--- config.mk ---
export PLATFORM = sky130hd
export DESIGN_NAME = qr_array_scheduler_flat
export DESIGN_NICKNAME = d
export VERILOG_FILES = /design/src/rtl/qr_array_scheduler_if.sv /design/src/rtl/qr_array_scheduler.sv /design/src/flat_wrapper.sv
export SDC_FILE = /design/constraint.sdc
export NUM_CORES = 1
export LEC_CHECK = 0
export CAP_MARGIN = 0
export CORE_MARGIN = 2
export CORE_UTILIZATION = 35
export CTS_CLUSTER_SIZE = 28
export DETAILED_ROUTE_END_ITERATION = 10
export PLACE_DENSITY_LB_ADDON = 0.08
export SETUP_SLACK_MARGIN = 0.1
export SYNTH_ARGS = -nofsm -noshare
export SYNTH_HDL_FRONTEND = slang
export SYNTH_SLANG_ARGS = --single-unit
--- constraint.sdc ---
create_clock -name clk -period 3.7 [get_ports clk]
set_clock_uncertainty 0.2 [all_clocks]
set_input_delay 0.555 -clock clk [delete_from_list [all_inputs] [get_ports clk]]
set_output_delay 0.555 -clock clk [all_outputs]
set_load 0.05 [all_outputs]
--- src/rtl/qr_array_scheduler_if.sv ---
// Handshake and data bundle between the QR array scheduler and its environment.
// The master side drives control and the load stream; the slave side is the scheduler.
interface qr_array_scheduler_if #(
  parameter int N          = 4,
  parameter int DATA_WIDTH = 20
);
  logic                           start_i;
  logic                           abort_i;
  logic                           in_valid_i;
  logic                           in_ready_o;
  logic signed [DATA_WIDTH-1:0]   in_data_i;
  logic        [N*DATA_WIDTH-1:0] a_o;
  logic        [N-1:0]            valid_o;
  logic                           rotates_o;
  logic                           clr_o;
  logic                           busy_o;
  logic                           done_o;

  modport master (
    output start_i, abort_i, in_valid_i, in_data_i,
    input  in_ready_o, a_o, valid_o, rotates_o, clr_o, busy_o, done_o
  );

  modport slave (
    input  start_i, abort_i, in_valid_i, in_data_i,
    output in_ready_o, a_o, valid_o, rotates_o, clr_o, busy_o, done_o
  );
endinterface

--- src/rtl/qr_array_scheduler.sv ---
// Sequences one N x N QR decomposition through the systolic Givens-rotation array:
// buffers the matrix from a valid/ready stream, injects rows into the array columns
// with a one-slot skew per column, and drives the array-wide clear/rotate controls.
module qr_array_scheduler #(
  parameter int N            = 4,
  parameter int DATA_WIDTH   = 20,
  parameter int SLOT         = 4,
  parameter int DRAIN_CYCLES = 32
) (
  input logic               clk,
  input logic               rst_n,
  qr_array_scheduler_if.slave bus
);

  localparam int DEPTH   = N * N;
  localparam int RUN_LEN = (2 * N - 1) * SLOT;
  localparam int WPTR_W  = (DEPTH > 1) ? $clog2(DEPTH) : 1;
  localparam int RUN_W   = (RUN_LEN > 1) ? $clog2(RUN_LEN) : 1;
  localparam int DRAIN_W = $clog2(DRAIN_CYCLES + 1);

  localparam logic [WPTR_W-1:0]  WPTR_LAST  = WPTR_W'(DEPTH - 1);
  localparam logic [RUN_W-1:0]   RUN_LAST   = RUN_W'(RUN_LEN - 1);
  localparam logic [DRAIN_W-1:0] DRAIN_LAST = DRAIN_W'(DRAIN_CYCLES - 1);

  typedef enum logic [2:0] {
    IDLE,
    CLEAR,
    LOAD,
    RUN,
    DRAIN,
    DONE
  } state_t;

  state_t state;
  state_t state_next;

  logic [WPTR_W-1:0]  wptr;
  logic [RUN_W-1:0]   run_cnt;
  logic [DRAIN_W-1:0] drain_cnt;
  logic               abort_clr;

  logic signed [DATA_WIDTH-1:0] buf_mem [DEPTH];

  logic              abort_hit;
  logic              accept;
  int                slot_idx;
  int                phase;
  int                row;
  logic [WPTR_W-1:0] rd_idx;

  // Abort only matters outside IDLE and always beats a pending stream accept.
  assign abort_hit = bus.abort_i && (state != IDLE);
  assign accept    = (state == LOAD) && bus.in_valid_i && !bus.abort_i;

  // State register.
  always_ff @(posedge clk or negedge rst_n) begin
    if (!rst_n) begin
      state <= IDLE;
    end else begin
      state <= state_next;
    end
  end

  // Next-state decode; abort overrides every other transition.
  always_comb begin
    state_next = state;
    case (state)
      IDLE:    if (bus.start_i) state_next = CLEAR;
      CLEAR:   state_next = LOAD;
      LOAD:    if (accept && (wptr == WPTR_LAST)) state_next = RUN;
      RUN:     if (run_cnt == RUN_LAST) state_next = DRAIN;
      DRAIN:   if (drain_cnt == DRAIN_LAST) state_next = DONE;
      DONE:    state_next = IDLE;
      default: state_next = IDLE;
    endcase
    if (abort_hit) begin
      state_next = IDLE;
    end
  end

  // Write pointer, RUN/DRAIN cycle counters and the post-abort clear flag.
  always_ff @(posedge clk or negedge rst_n) begin
    if (!rst_n) begin
      wptr      <= '0;
      run_cnt   <= '0;
      drain_cnt <= '0;
      abort_clr <= 1'b0;
    end else begin
      abort_clr <= abort_hit;
      if (abort_hit) begin
        wptr      <= '0;
        run_cnt   <= '0;
        drain_cnt <= '0;
      end else begin
        if (accept) begin
          wptr <= (wptr == WPTR_LAST) ? '0 : wptr + 1'b1;
        end
        if (state == RUN) begin
          run_cnt <= (run_cnt == RUN_LAST) ? '0 : run_cnt + 1'b1;
        end else begin
          run_cnt <= '0;
        end
        if (state == DRAIN) begin
          drain_cnt <= (drain_cnt == DRAIN_LAST) ? '0 : drain_cnt + 1'b1;
        end else begin
          drain_cnt <= '0;
        end
      end
    end
  end

  // Matrix buffer; contents survive reset and are simply overwritten by the next load.
  always_ff @(posedge clk) begin
    if (accept) begin
      buf_mem[wptr] <= bus.in_data_i;
    end
  end

  // Output decode: column c injects row (slot - c) on the first cycle of each slot.
  always_comb begin
    bus.in_ready_o = (state == LOAD);
    bus.clr_o      = (state == CLEAR) || abort_clr;
    bus.rotates_o  = (state == RUN) || (state == DRAIN);
    bus.busy_o     = (state != IDLE);
    bus.done_o     = (state == DONE);
    bus.valid_o    = '0;
    bus.a_o        = '0;
    slot_idx       = int'(run_cnt) / SLOT;
    phase          = int'(run_cnt) % SLOT;
    row            = 0;
    rd_idx         = '0;
    if ((state == RUN) && (phase == 0)) begin
      for (int c = 0; c < N; c++) begin
        row = slot_idx - c;
        if ((row >= 0) && (row < N)) begin
          rd_idx                                  = WPTR_W'(row * N + c);
          bus.valid_o[c]                          = 1'b1;
          bus.a_o[c*DATA_WIDTH +: DATA_WIDTH]     = buf_mem[rd_idx];
        end
      end
    end
  end

endmodule
--- src/flat_wrapper.sv ---
// flat-port wrapper written by rule: the top's interface ports become plain ports
module qr_array_scheduler_flat 
#(
  parameter int N            = 4,
  parameter int DATA_WIDTH   = 20,
  parameter int SLOT         = 4,
  parameter int DRAIN_CYCLES = 32
)
  (clk, rst_n, bus_start_i, bus_abort_i, bus_in_valid_i, bus_in_data_i, bus_in_ready_o, bus_a_o, bus_valid_o, bus_rotates_o, bus_clr_o, bus_busy_o, bus_done_o);
  qr_array_scheduler_if #(.N(N), .DATA_WIDTH(DATA_WIDTH)) bus_i ();
  input logic clk;
  input logic rst_n;
  input wire logic [$bits(bus_i.start_i)-1:0] bus_start_i;
  input wire logic [$bits(bus_i.abort_i)-1:0] bus_abort_i;
  input wire logic [$bits(bus_i.in_valid_i)-1:0] bus_in_valid_i;
  input wire logic [$bits(bus_i.in_data_i)-1:0] bus_in_data_i;
  output wire logic [$bits(bus_i.in_ready_o)-1:0] bus_in_ready_o;
  output wire logic [$bits(bus_i.a_o)-1:0] bus_a_o;
  output wire logic [$bits(bus_i.valid_o)-1:0] bus_valid_o;
  output wire logic [$bits(bus_i.rotates_o)-1:0] bus_rotates_o;
  output wire logic [$bits(bus_i.clr_o)-1:0] bus_clr_o;
  output wire logic [$bits(bus_i.busy_o)-1:0] bus_busy_o;
  output wire logic [$bits(bus_i.done_o)-1:0] bus_done_o;
  assign bus_i.start_i = bus_start_i;
  assign bus_i.abort_i = bus_abort_i;
  assign bus_i.in_valid_i = bus_in_valid_i;
  assign bus_i.in_data_i = bus_in_data_i;
  assign bus_in_ready_o = bus_i.in_ready_o;
  assign bus_a_o = bus_i.a_o;
  assign bus_valid_o = bus_i.valid_o;
  assign bus_rotates_o = bus_i.rotates_o;
  assign bus_clr_o = bus_i.clr_o;
  assign bus_busy_o = bus_i.busy_o;
  assign bus_done_o = bus_i.done_o;
  qr_array_scheduler #(.N(N), .DATA_WIDTH(DATA_WIDTH), .SLOT(SLOT), .DRAIN_CYCLES(DRAIN_CYCLES)) u_core (.clk(clk), .rst_n(rst_n), .bus(bus_i));
endmodule
# [Yosys cells after proc, flatten, opt, wreduce, memory -nomap -nowiden]
# Memories as Yosys holds them, arrays and structs flattened.
# Cells that the tools add are included.
[classes] n_addsub=9 order_cmp=8 eq_ne=12 muxes=27 reduce_logical=17
[ops] cell="20-bit two-way mux" count=4
[ops] cell="80-bit two-way mux" count=1
[ops] cell="32-bit logical NOT" count=1
[ops] cell="6-bit two-way mux" count=3
[ops] cell="4-bit two-way mux" count=4
[ops] cell="3-bit two-way mux" count=5
[ops] cell="5-bit two-way mux" count=3
[ops] cell="3-bit one-hot mux with 5 select lines" count=1
[ops] cell="4-bit by 1-bit greater-or-equal comparator with 1-bit output (second input constant)" count=3
[ops] cell="4-bit < comparator (second input constant)" count=3
[ops] cell="1-bit logical AND" count=9
[ops] cell="3-bit by 1-bit inequality test with 1-bit output (second input constant)" count=3
[ops] cell="4-bit by 3-bit adder with 4-bit output (second input constant)" count=2
[ops] cell="3-bit by 2-bit subtractor with 4-bit output (second input constant)" count=2
[ops] cell="6-bit by 1-bit adder with 6-bit output (second input constant)" count=1
[ops] cell="3-bit by 2-bit equality test with 1-bit output (second input constant)" count=2
[ops] cell="3-bit equality test (second input constant)" count=2
[ops] cell="6-bit by 5-bit equality test with 1-bit output (second input constant)" count=1
[ops] cell="1-bit two-way mux" count=6
[ops] cell="5-bit by 1-bit adder with 5-bit output (second input constant)" count=1
[ops] cell="5-bit equality test (second input constant)" count=1
[ops] cell="4-bit by 1-bit adder with 4-bit output (second input constant)" count=1
[ops] cell="4-bit by 2-bit adder with 4-bit output (second input constant)" count=1
[ops] cell="4-bit equality test (second input constant)" count=1
[ops] cell="other kinds (11)" count=12
[word_totals] ff_bits=19 mem_bits_rw=320 in_bits=25 out_inout_bits=89 elab_cells=79 mem_count=1
[memory_table] memory="u_core.buf_mem" words=16 width=20 read_ports=4 rd_ports_with_merged_regs=0 wr=1 line="qr_array_scheduler.sv:42" source="logic signed [DATA_WIDTH-1:0] buf_mem [DEPTH];"

# [Logic depth before layout (Yosys ltp)]
# Gate-level depths: netlist of the first run.
[logic_depth] word_depth=7 mapped_depth=9 mapped_depth_nobuf=5

# [Least setup slack after synthesis of the first run]
# OpenSTA, ideal clock, no wires.
[synth_path] path_type="register to output" from="reg u_core.run_cnt[3]" to="out bus_a_o[20]" arrival_time_ns=2.673 required_time_ns=2.945 path_slack_ns=0.272 path_stages_with_launch=8 n_path_buf=3 path_cell_list="dfrtp_1 -> clkbuf_1 -> buf_1 -> inv_1 -> ha_1 -> buf_1 -> mux4_2 -> nor2b_1"
[synth_between] elab_chain_cells=5 elab_cells_between_ends=8 classes_between="add/sub (2); order compare (2); mux (2); reduce/logical (1); memory (1)"
[synth_rtl] item="start, declared" line="qr_array_scheduler.sv:38" source="logic [RUN_W-1:0] run_cnt;"
[synth_rtl] item="start signal, assigned" line="qr_array_scheduler.sv:99" source="run_cnt <= (run_cnt == RUN_LAST) ? '0 : run_cnt + 1'b1;"
[synth_rtl] item="3-bit by 1-bit subtractor with 4-bit output *" line="qr_array_scheduler.sv:134" source="row = slot_idx - c;"
[synth_rtl] item="4-bit by 2-bit adder with 4-bit output, or another cell as far along" line="qr_array_scheduler.sv:136" source="rd_idx = WPTR_W'(row * N + c);"
[synth_rtl] item="memory 16 x 20 bit / 1-bit logical AND (equally long branches)"
[synth_rtl] item="20-bit two-way mux *" line="qr_array_scheduler.sv:135" source="if ((row >= 0) && (row < N)) begin"
[synth_rtl] item="80-bit two-way mux *" line="qr_array_scheduler.sv:132" source="if ((state == RUN) && (phase == 0)) begin"
[synth_rtl] item="end, declared" line="flat_wrapper.sv:18" source="output wire logic [$bits(bus_i.a_o)-1:0] bus_a_o;"
# Every way passes the cells marked *; elsewhere a longest branch is shown, timed or not.

# [Worst setup path after layout of the first run]
[layout_path] from="reg u_core.run_cnt[2]" to="out bus_a_o[20]"
# Same word-level chain as after synthesis.

==> impl_metrics.prom, run 1 <==
# TYPE chip_impl_metric gauge
chip_impl_metric{name="grt_pass1_wl",unit="mm"} 44.49
chip_impl_metric{name="drive_above_1_share",unit=""} 0.2983
chip_impl_metric{name="tritoncts.num_buffers",unit=""} 38
chip_impl_metric{name="placement.io_buffers",unit=""} 113
chip_impl_metric{name="synthesis.nets",unit=""} 697
chip_impl_metric{name="routed_wl",unit="mm"} 29.53
chip_impl_info{name="crit_slowest_cell",value="a211o_2"} 1
chip_impl_metric{name="overflow",unit=""} 0
chip_impl_metric{name="synthesis.instances",unit=""} 659
chip_impl_metric{name="post-route-worst-setup-slack",unit="ns"} 0.2965
chip_impl_metric{name="cts_num_sinks",unit=""} 339
chip_impl_metric{name="worst-endpoint-required",unit="ns"} 2.94
chip_impl_metric{name="layoutNonFillerInstCount",unit=""} 1339
chip_impl_metric{name="worstSkewPairLatency",unit="ns"} 0.51
chip_impl_metric{name="period_needed",unit="ns"} 3.404
chip_impl_metric{name="power_per_cell_area",unit="mW/mm2"} 494.6
chip_impl_metric{name="std_cell_rows",unit=""} 71
chip_impl_metric{name="synth_seq_cells",unit=""} 339
chip_impl_metric{name="synth-edff-count",unit=""} 320
chip_impl_metric{name="wl_per_cell",unit="um"} 22.06
chip_impl_info{name="tritoncts",value="built"} 1
chip_impl_metric{name="place_ws",unit="ns"} 0.4277
chip_impl_metric{name="floorplan.initialDensity",unit=""} 0.3555
chip_impl_metric{name="core_area",unit="mm2"} 0.03767
chip_impl_info{name="final_common_cell",value="edfxtp_1"} 1
chip_impl_metric{name="critical_path_arrival",unit="ns"} 2.65
chip_impl_metric{name="final.fill_count",unit=""} 3243
chip_impl_info{name="crit_chain",value="buf_16, nand2_1, a211o_2, nor2b_1, buf_12"} 1
chip_impl_metric{name="max_cap_viol_count",unit=""} 0
chip_impl_metric{name="final_hold_viol_count",unit=""} 0
chip_impl_metric{name="period_share",unit=""} 0.9199
chip_impl_info{name="root_buffer",value="clkbuf_16"} 1
chip_impl_info{name="result_of_the_run",value="finished clean"} 1
chip_impl_metric{name="initial_antenna_violation_count",unit=""} 1
chip_impl_metric{name="asyncSetResetFlopFracSynth",unit=""} 0.05605
chip_impl_metric{name="finalMaxSlewViolations",unit=""} 0
chip_impl_metric{name="timing.fmax",unit="MHz"} 293.8
chip_impl_info{name="critPathKind",value="reg2out"} 1
chip_impl_metric{name="syn_area_per_cell",unit="um2"} 20.32
chip_impl_metric{name="finalSetupTns",unit="ns"} 0
chip_impl_info{name="ys_dominant_reg_cell",value="edfxtp_1"} 1
chip_impl_metric{name="p_leak",unit="uW"} 0.005435
chip_impl_metric{name="drt_pass1_iterations",unit=""} 4
chip_impl_metric{name="grt_pass1_vias",unit=""} 7148
chip_impl_metric{name="ant_nets",unit=""} 0
chip_impl_metric{name="post_synthesis_sequential_area_ratio",unit=""} 0.7531
chip_impl_metric{name="critPathMaxFanout",unit=""} 55
chip_impl_info{name="path_delay_family",value="compound AO/OA/AOI/OAI gates"} 1
chip_impl_info{name="unrepaired_setup_endpoints_after_global_routing",value="no"} 1
chip_impl_metric{name="antenna_cells_inserted",unit=""} 0
chip_impl_metric{name="setup_viol",unit=""} 0
chip_impl_metric{name="irDropWorstVdd",unit="uV"} 281.5
chip_impl_metric{name="routed_via_density",unit=""} 4.922
chip_impl_metric{name="worst_slew_margin_relative_to_its_limit",unit=""} 0.3647
chip_impl_metric{name="floorplan.die.height",unit="um"} 199.6
chip_impl_metric{name="globalplace.congestion",unit=""} 0.8243
chip_impl_metric{name="cts-htree-levels",unit=""} 2
chip_impl_info{name="worstSetupStartpointType",value="flip-flop"} 1
chip_impl_metric{name="yosys_warnings",unit=""} 0
chip_impl_metric{name="design.final.nets",unit=""} 841
chip_impl_metric{name="drt_initial_violations",unit=""} 350
chip_impl_metric{name="place.detailed.hpwl",unit="mm"} 18.40
chip_impl_metric{name="cts.repair_timing.setup_buffer_count",unit=""} 0
chip_impl_metric{name="placedCellCount",unit=""} 1274
chip_impl_metric{name="design.die.area",unit="mm2"} 0.03984
chip_impl_metric{name="grt_start_max_net_pins",unit=""} 56
chip_impl_metric{name="worstMarginPinSlew",unit="ns"} 0.9500
chip_impl_info{name="worstHoldPathType",value="reg2reg"} 1
chip_impl_metric{name="route.detailed.drc",unit=""} 0
chip_impl_info{name="crit_path_end_kind",value="output port"} 1
chip_impl_metric{name="vias",unit=""} 6590
chip_impl_metric{name="mappedNetlistArea",unit="mm2"} 0.01339
chip_impl_metric{name="flow.area_growth_from_synthesis",unit="%"} 26.92
chip_impl_metric{name="clock_tree.buffer_depth",unit=""} 3
chip_impl_metric{name="die_width",unit="um"} 199.6
chip_impl_metric{name="max_incr_delay_on_cp",unit="ns"} 0.60
chip_impl_info{name="layout.cells.most_common_list",value="edfxtp_1 (320), nor2b_1 (82), mux4_2 (80)"} 1
chip_impl_metric{name="ys_types",unit=""} 41
chip_impl_metric{name="worstPathBufferInverterCount",unit=""} 2
chip_impl_metric{name="clkSlewWorstSetupHoldPaths",unit="ns"} 0.06
chip_impl_metric{name="grtUsageTotal",unit=""} 0.1521
chip_impl_metric{name="boundaryPins",unit=""} 114
==> area by class of cell <==
cell class,count,area [um2],share of cell area
inverters,17,63.81,0.003754
multi-input cells,269,3094,0.1821
clock buffers,48,1052,0.06191
well taps,511,639.4,0.03762
repair buffers,138,1927,0.1134
flip-flops and latches,339,10090,0.5936
clock inverters,17,130.1,0.007656
==> path summary, 6_finish.rpt <==
kind,from,end,slack (ns),cells after the start
setup / recovery,u_core.run_cnt[2],bus_a_o[20],0.30,5
hold / removal,u_core.drain_cnt[0],u_core.drain_cnt[0],0.28,1
setup reg to reg,u_core.state[0],u_core.buf_mem[2][9],0.94,4
hold reg to reg,u_core.drain_cnt[0],u_core.drain_cnt[0],0.28,1
max in group asynchronous,rst_n,u_core.run_cnt[2],2.24,1
min in group asynchronous,rst_n,u_core.drain_cnt[2],0.37,1
==> registers in the layout (all words and copies together) (netlist names) <==
register and flops:
u_core.run_cnt 5, u_core.abort_clr 1, u_core.state 3, u_core.drain_cnt 6
u_core.wptr 4, u_core.buf_mem 320
==> layer usage <==
metal | track usage | up-vias | share of wire
met3 | 0.02633 | 25 | 0.057
met2 | 0.2486 | 172 | 0.49
li1 | - | 2899 | -
met4 | 0.03182 | 0 | 0.010
met1 | 0.2147 | 3494 | 0.45
met5 | 0 | - | 0
==> worst register-to-register path, stage by stage (launching register included) <==
cell and delay, ns:
dfrtp_1 0.50, or3_4 0.50, nor4_1 0.66, and2_1 0.24, buf_4 0.31
==> power by group <==
part           internal, uW  switching (uW)
sequential             4240            44.4
clock                  2140            1400
combinational           182             398
==> synth_stat cells, types with 3 or more instances <==
cell	number	area (um2)
buf_4	5	37.54
nand4b_1	3	26.28
clkbuf_1	21	78.83
xor2_1	3	26.28
xnor2_1	4	35.03
dfrtp_1	19	475.5
inv_1	17	63.81
ha_1	13	162.7
o21ai_0	6	30.03
nand2b_1	4	25.02
nand2_1	5	18.77
a21oi_1	4	20.02
mux4_2	80	1802
and4_1	3	26.28
buf_2	5	25.02
edfxtp_1	320	9609
nor2_1	12	45.04
or3_1	3	18.77
nand3_1	6	30.03
and2_1	14	87.58
nor2b_1	83	519.3
o31ai_1	4	30.03
==> through the flow <==
stage	area (um2)	hold WS (ns)	utilization	power (uW)
2_1_floorplan	13390	0.05941	-	4714
3_3_place_gp	15800	0.2453	0.4193	4940
3_5_place_dp	15800	0.2755	0.4193	4955
4_1_cts	16980	0.2828	0.4508	8537
5_1_grt	17000	0.3096	0.4512	8732
6_report	17000	0.2816	0.4512	8407
==> repair_timing <==
item / in CTS / in global routing
gates resized for setup: 2 / 3
endpoints found under the hold margin: 0 / 0
endpoints found under the setup margin: 16 / 24
hold buffers: 0 / 0
gates cloned: 0 / 0
==> kinds of logic (layout without fill, tap and decap cells) <==
logic type               Yosys count  count (layout)  synth area share
flip-flops                       339             339            0.7531
AND/OR/NAND/NOR                  145             145           0.06671
multiplexers                      80              80            0.1345
buffers and inverters             51             220           0.01672
AO/OA/AOI/OAI                     24              24           0.01224
adder cells (fa/ha/maj)           13              13           0.01215
XOR/XNOR                           7               7          0.004578
Power figures use the tool's default switching activity.
==> inputs of run 2 (changes only) <==
--- a/config.mk
+++ b/config.mk
@@ -7,7 +7,7 @@
 export LEC_CHECK = 0
 export CAP_MARGIN = 0
 export CORE_MARGIN = 2
-export CORE_UTILIZATION = 35
+export CORE_UTILIZATION = 58
 export CTS_CLUSTER_SIZE = 28
 export DETAILED_ROUTE_END_ITERATION = 10
 export PLACE_DENSITY_LB_ADDON = 0.08
@@ -15,3 +15,4 @@
 export SYNTH_ARGS = -nofsm -noshare
 export SYNTH_HDL_FRONTEND = slang
 export SYNTH_SLANG_ARGS = --single-unit
+export TNS_END_PERCENT = 10
==> run 2 against run 1 <==
First-iteration DRC count rose by 63%. Critical path depth unchanged. Register-to-register slack better by 0.12 ns. Critical path type unchanged. Utilization rose by 29 points. Design area down 1.6%. Die area is 39% lower.
==> impl_metrics.prom, run 2 (synthesized netlist as in run 1, its figures left out) <==
# TYPE chip_impl_metric gauge
chip_impl_metric{name="worst-endpoint-required",unit="ns"} 2.94
chip_impl_metric{name="design.die.area",unit="mm2"} 0.02432
chip_impl_info{name="worstHoldPathType",value="reg2reg"} 1
chip_impl_metric{name="worstSkewPairLatency",unit="ns"} 0.51
chip_impl_info{name="critPathKind",value="reg2out"} 1
chip_impl_info{name="crit_path_end_kind",value="output port"} 1
chip_impl_metric{name="floorplan.initialDensity",unit=""} 0.5915
chip_impl_metric{name="drt_pass1_iterations",unit=""} 4
chip_impl_info{name="rr_endpoint",value="u_core.buf_mem[10][15]"} 1
chip_impl_info{name="worstSetupStartpointType",value="flip-flop"} 1
chip_impl_metric{name="finalSetupTns",unit="ns"} 0
chip_impl_info{name="layout.cells.most_common_list",value="edfxtp_1 (320), nor2b_1 (83), mux4_2 (80)"} 1
chip_impl_metric{name="grtUsageTotal",unit=""} 0.2466
chip_impl_metric{name="placed_area",unit="mm2"} 0.01551
chip_impl_metric{name="grt_pass1_vias",unit=""} 7178
chip_impl_metric{name="timing.fmax",unit="MHz"} 292.1
chip_impl_metric{name="design_power_total",unit="uW"} 8514
chip_impl_metric{name="place.detailed.hpwl",unit="mm"} 16.62
chip_impl_metric{name="layoutNonFillerInstCount",unit=""} 1112
chip_impl_metric{name="placement.io_buffers",unit=""} 113
chip_impl_metric{name="ant_nets",unit=""} 0
chip_impl_metric{name="routed_wl",unit="mm"} 28.33
chip_impl_metric{name="layout.cell_area.non_filler",unit="mm2"} 0.01672
chip_impl_info{name="largest-register",value="u_core.buf_mem"} 1
chip_impl_info{name="result_of_the_run",value="finished clean"} 1
chip_impl_metric{name="clkSlewWorstSetupHoldPaths",unit="ns"} 0.06
chip_impl_metric{name="setup_viol",unit=""} 0
chip_impl_metric{name="core_area",unit="mm2"} 0.02264
chip_impl_metric{name="hold_ws",unit="ns"} 0.3020
chip_impl_metric{name="met3_grt_util",unit=""} 0.04667
chip_impl_metric{name="period_needed",unit="ns"} 3.424
chip_impl_metric{name="groute.layer.met1.usage",unit=""} 0.3588
chip_impl_info{name="crit_top_cell",value="buf_4"} 1
chip_impl_info{name="crit-reg2reg-launch",value="u_core.state[0]"} 1
chip_impl_metric{name="final_hold_viol_count",unit=""} 0
chip_impl_metric{name="grtUsageMet2",unit=""} 0.3991
chip_impl_metric{name="max_incr_delay_on_cp",unit="ns"} 0.59
chip_impl_metric{name="max_cap_viol_count",unit=""} 0
chip_impl_metric{name="grt_pass1_wl",unit="mm"} 44.04
chip_impl_metric{name="grt_start_max_net_pins",unit=""} 47
chip_impl_metric{name="globalplace.congestion",unit=""} 0.8310
chip_impl_info{name="largestRegisters",value="u_core.buf_mem x320, u_core.drain_cnt x6, u_core.run_cnt x5"} 1
chip_impl_metric{name="boundaryPins",unit=""} 114
chip_impl_metric{name="overflow",unit=""} 0
chip_impl_metric{name="die_width",unit="um"} 156.0
chip_impl_info{name="unrepaired_setup_endpoints_after_global_routing",value="yes"} 1
chip_impl_metric{name="flow.area_growth_from_synthesis",unit="%"} 24.84
chip_impl_metric{name="largest_register_ffs",unit=""} 320
chip_impl_info{name="timing.hold.worst.start",value="u_core.drain_cnt[0]"} 1
chip_impl_metric{name="design.final.nets",unit=""} 838
chip_impl_metric{name="holdPathStages",unit=""} 1
chip_impl_metric{name="finalMaxSlewViolations",unit=""} 0
chip_impl_info{name="grt_busiest_layer",value="met2"} 1
chip_impl_metric{name="drive_above_1_share",unit=""} 0.3015
chip_impl_metric{name="initial_antenna_violation_count",unit=""} 0
chip_impl_metric{name="rr_worst_depth",unit=""} 4
chip_impl_metric{name="power_per_cell_area",unit="mW/mm2"} 509.2
chip_impl_metric{name="rrSetupSlack",unit="ns"} 1.06
chip_impl_metric{name="clock_tree.buffer_depth",unit=""} 3
chip_impl_metric{name="cts-htree-levels",unit=""} 2
chip_impl_metric{name="wl_per_cell",unit="um"} 25.48
chip_impl_metric{name="cts_num_sinks",unit=""} 339
chip_impl_info{name="worstHoldEndpoint",value="u_core.drain_cnt[0]"} 1
chip_impl_info{name="final_common_cell",value="edfxtp_1"} 1
chip_impl_metric{name="period_share",unit=""} 0.9254
chip_impl_metric{name="routed_via_density",unit=""} 6.087
chip_impl_info{name="crit_chain",value="buf_12, buf_4, mux4_2, nor2b_1, buf_4"} 1
chip_impl_metric{name="drt_initial_violations",unit=""} 570
chip_impl_info{name="root_buffer",value="clkbuf_16"} 1
chip_impl_info{name="tritoncts",value="built"} 1
chip_impl_info{name="crit_slowest_cell",value="mux4_2"} 1
chip_impl_metric{name="critPathMaxFanout",unit=""} 46
chip_impl_metric{name="worstPathBufferInverterCount",unit=""} 3
chip_impl_metric{name="critical_path_arrival",unit="ns"} 2.67
chip_impl_metric{name="tritoncts.num_buffers",unit=""} 35
chip_impl_info{name="path_delay_family",value="buffers and inverters"} 1
chip_impl_metric{name="std_cell_rows",unit=""} 55
chip_impl_metric{name="p_leak",unit="uW"} 0.005439
chip_impl_metric{name="worst_slew_margin_relative_to_its_limit",unit=""} 0.4051
chip_impl_metric{name="placedCellCount",unit=""} 1048
chip_impl_metric{name="route.detailed.drc",unit=""} 0
chip_impl_metric{name="floorplan.die.height",unit="um"} 156.0
chip_impl_metric{name="vias",unit=""} 6769
chip_impl_metric{name="irDropWorstVdd",unit="uV"} 412.6
chip_impl_metric{name="final.fill_count",unit=""} 1298
chip_impl_metric{name="worstMarginPinSlew",unit="ns"} 0.8896
[run 2: metal layers]
layer	routed length, um	share of wire
met2	14010	0.49
met1	12080	0.43
met5	0	0
met3	1777	0.063
met4	469	0.017
[run 2: repair_timing]
| item | 4_1_cts | 5_1_grt |
|---|---|---|
| hold buffers | 0 | 0 |
| buffers inserted | 0 | 0 |
| endpoints found under the setup margin | 2 | 12 |
| resized for setup | 1 | 1 |
[run 2: worst max path at each step]
| stage | start | endpoint | slack [ns] | cells past startpoint |
|---|---|---|---|---|
| floorplan | u_core.run_cnt[3] | bus_a_o[20] | 0.27 | 7 |
| global placement | u_core.run_cnt[2] | bus_a_o[50] | 0.69 | 5 |
| detailed placement | bus_abort_i | u_core.buf_mem[10][13] | 0.54 | 5 |
| CTS | u_core.run_cnt[3] | bus_a_o[62] | 0.20 | 7 |
| global route | u_core.run_cnt[2] | bus_a_o[19] | 0.1 | 5 |
| finish | u_core.run_cnt[2] | bus_a_o[19] | 0.28 | 5 |
[run 2: metrics by stage]
step	worst slack [ns]	utilization
floorplan	0.2720	-
global placement	0.6892	0.6852
detailed placement	0.5354	0.6852
CTS	0.1955	0.7382
global route	0.09830	0.7383
finish	0.2761	0.7384
[run 2: layout make-up]
| type | instances | area (um2) | area share |
|---|---|---|---|
| repair buffers | 138 | 1919 | 0.1148 |
| clock inverters | 23 | 301.5 | 0.01804 |
| clock buffers | 40 | 894.6 | 0.05351 |
| inverters | 17 | 63.81 | 0.003817 |
| well taps | 285 | 356.6 | 0.02133 |
| flip-flops and latches | 339 | 10090 | 0.6035 |
| diodes | 1 | 2.502 | 0.0001497 |
| multi-input cells | 269 | 3090 | 0.1849 |
[run 2: where the power goes]
group          switching, uW  internal [uW]
registers               45.9           4240
logic                    398            181
clock network           1410           2240
total                   1860           6660
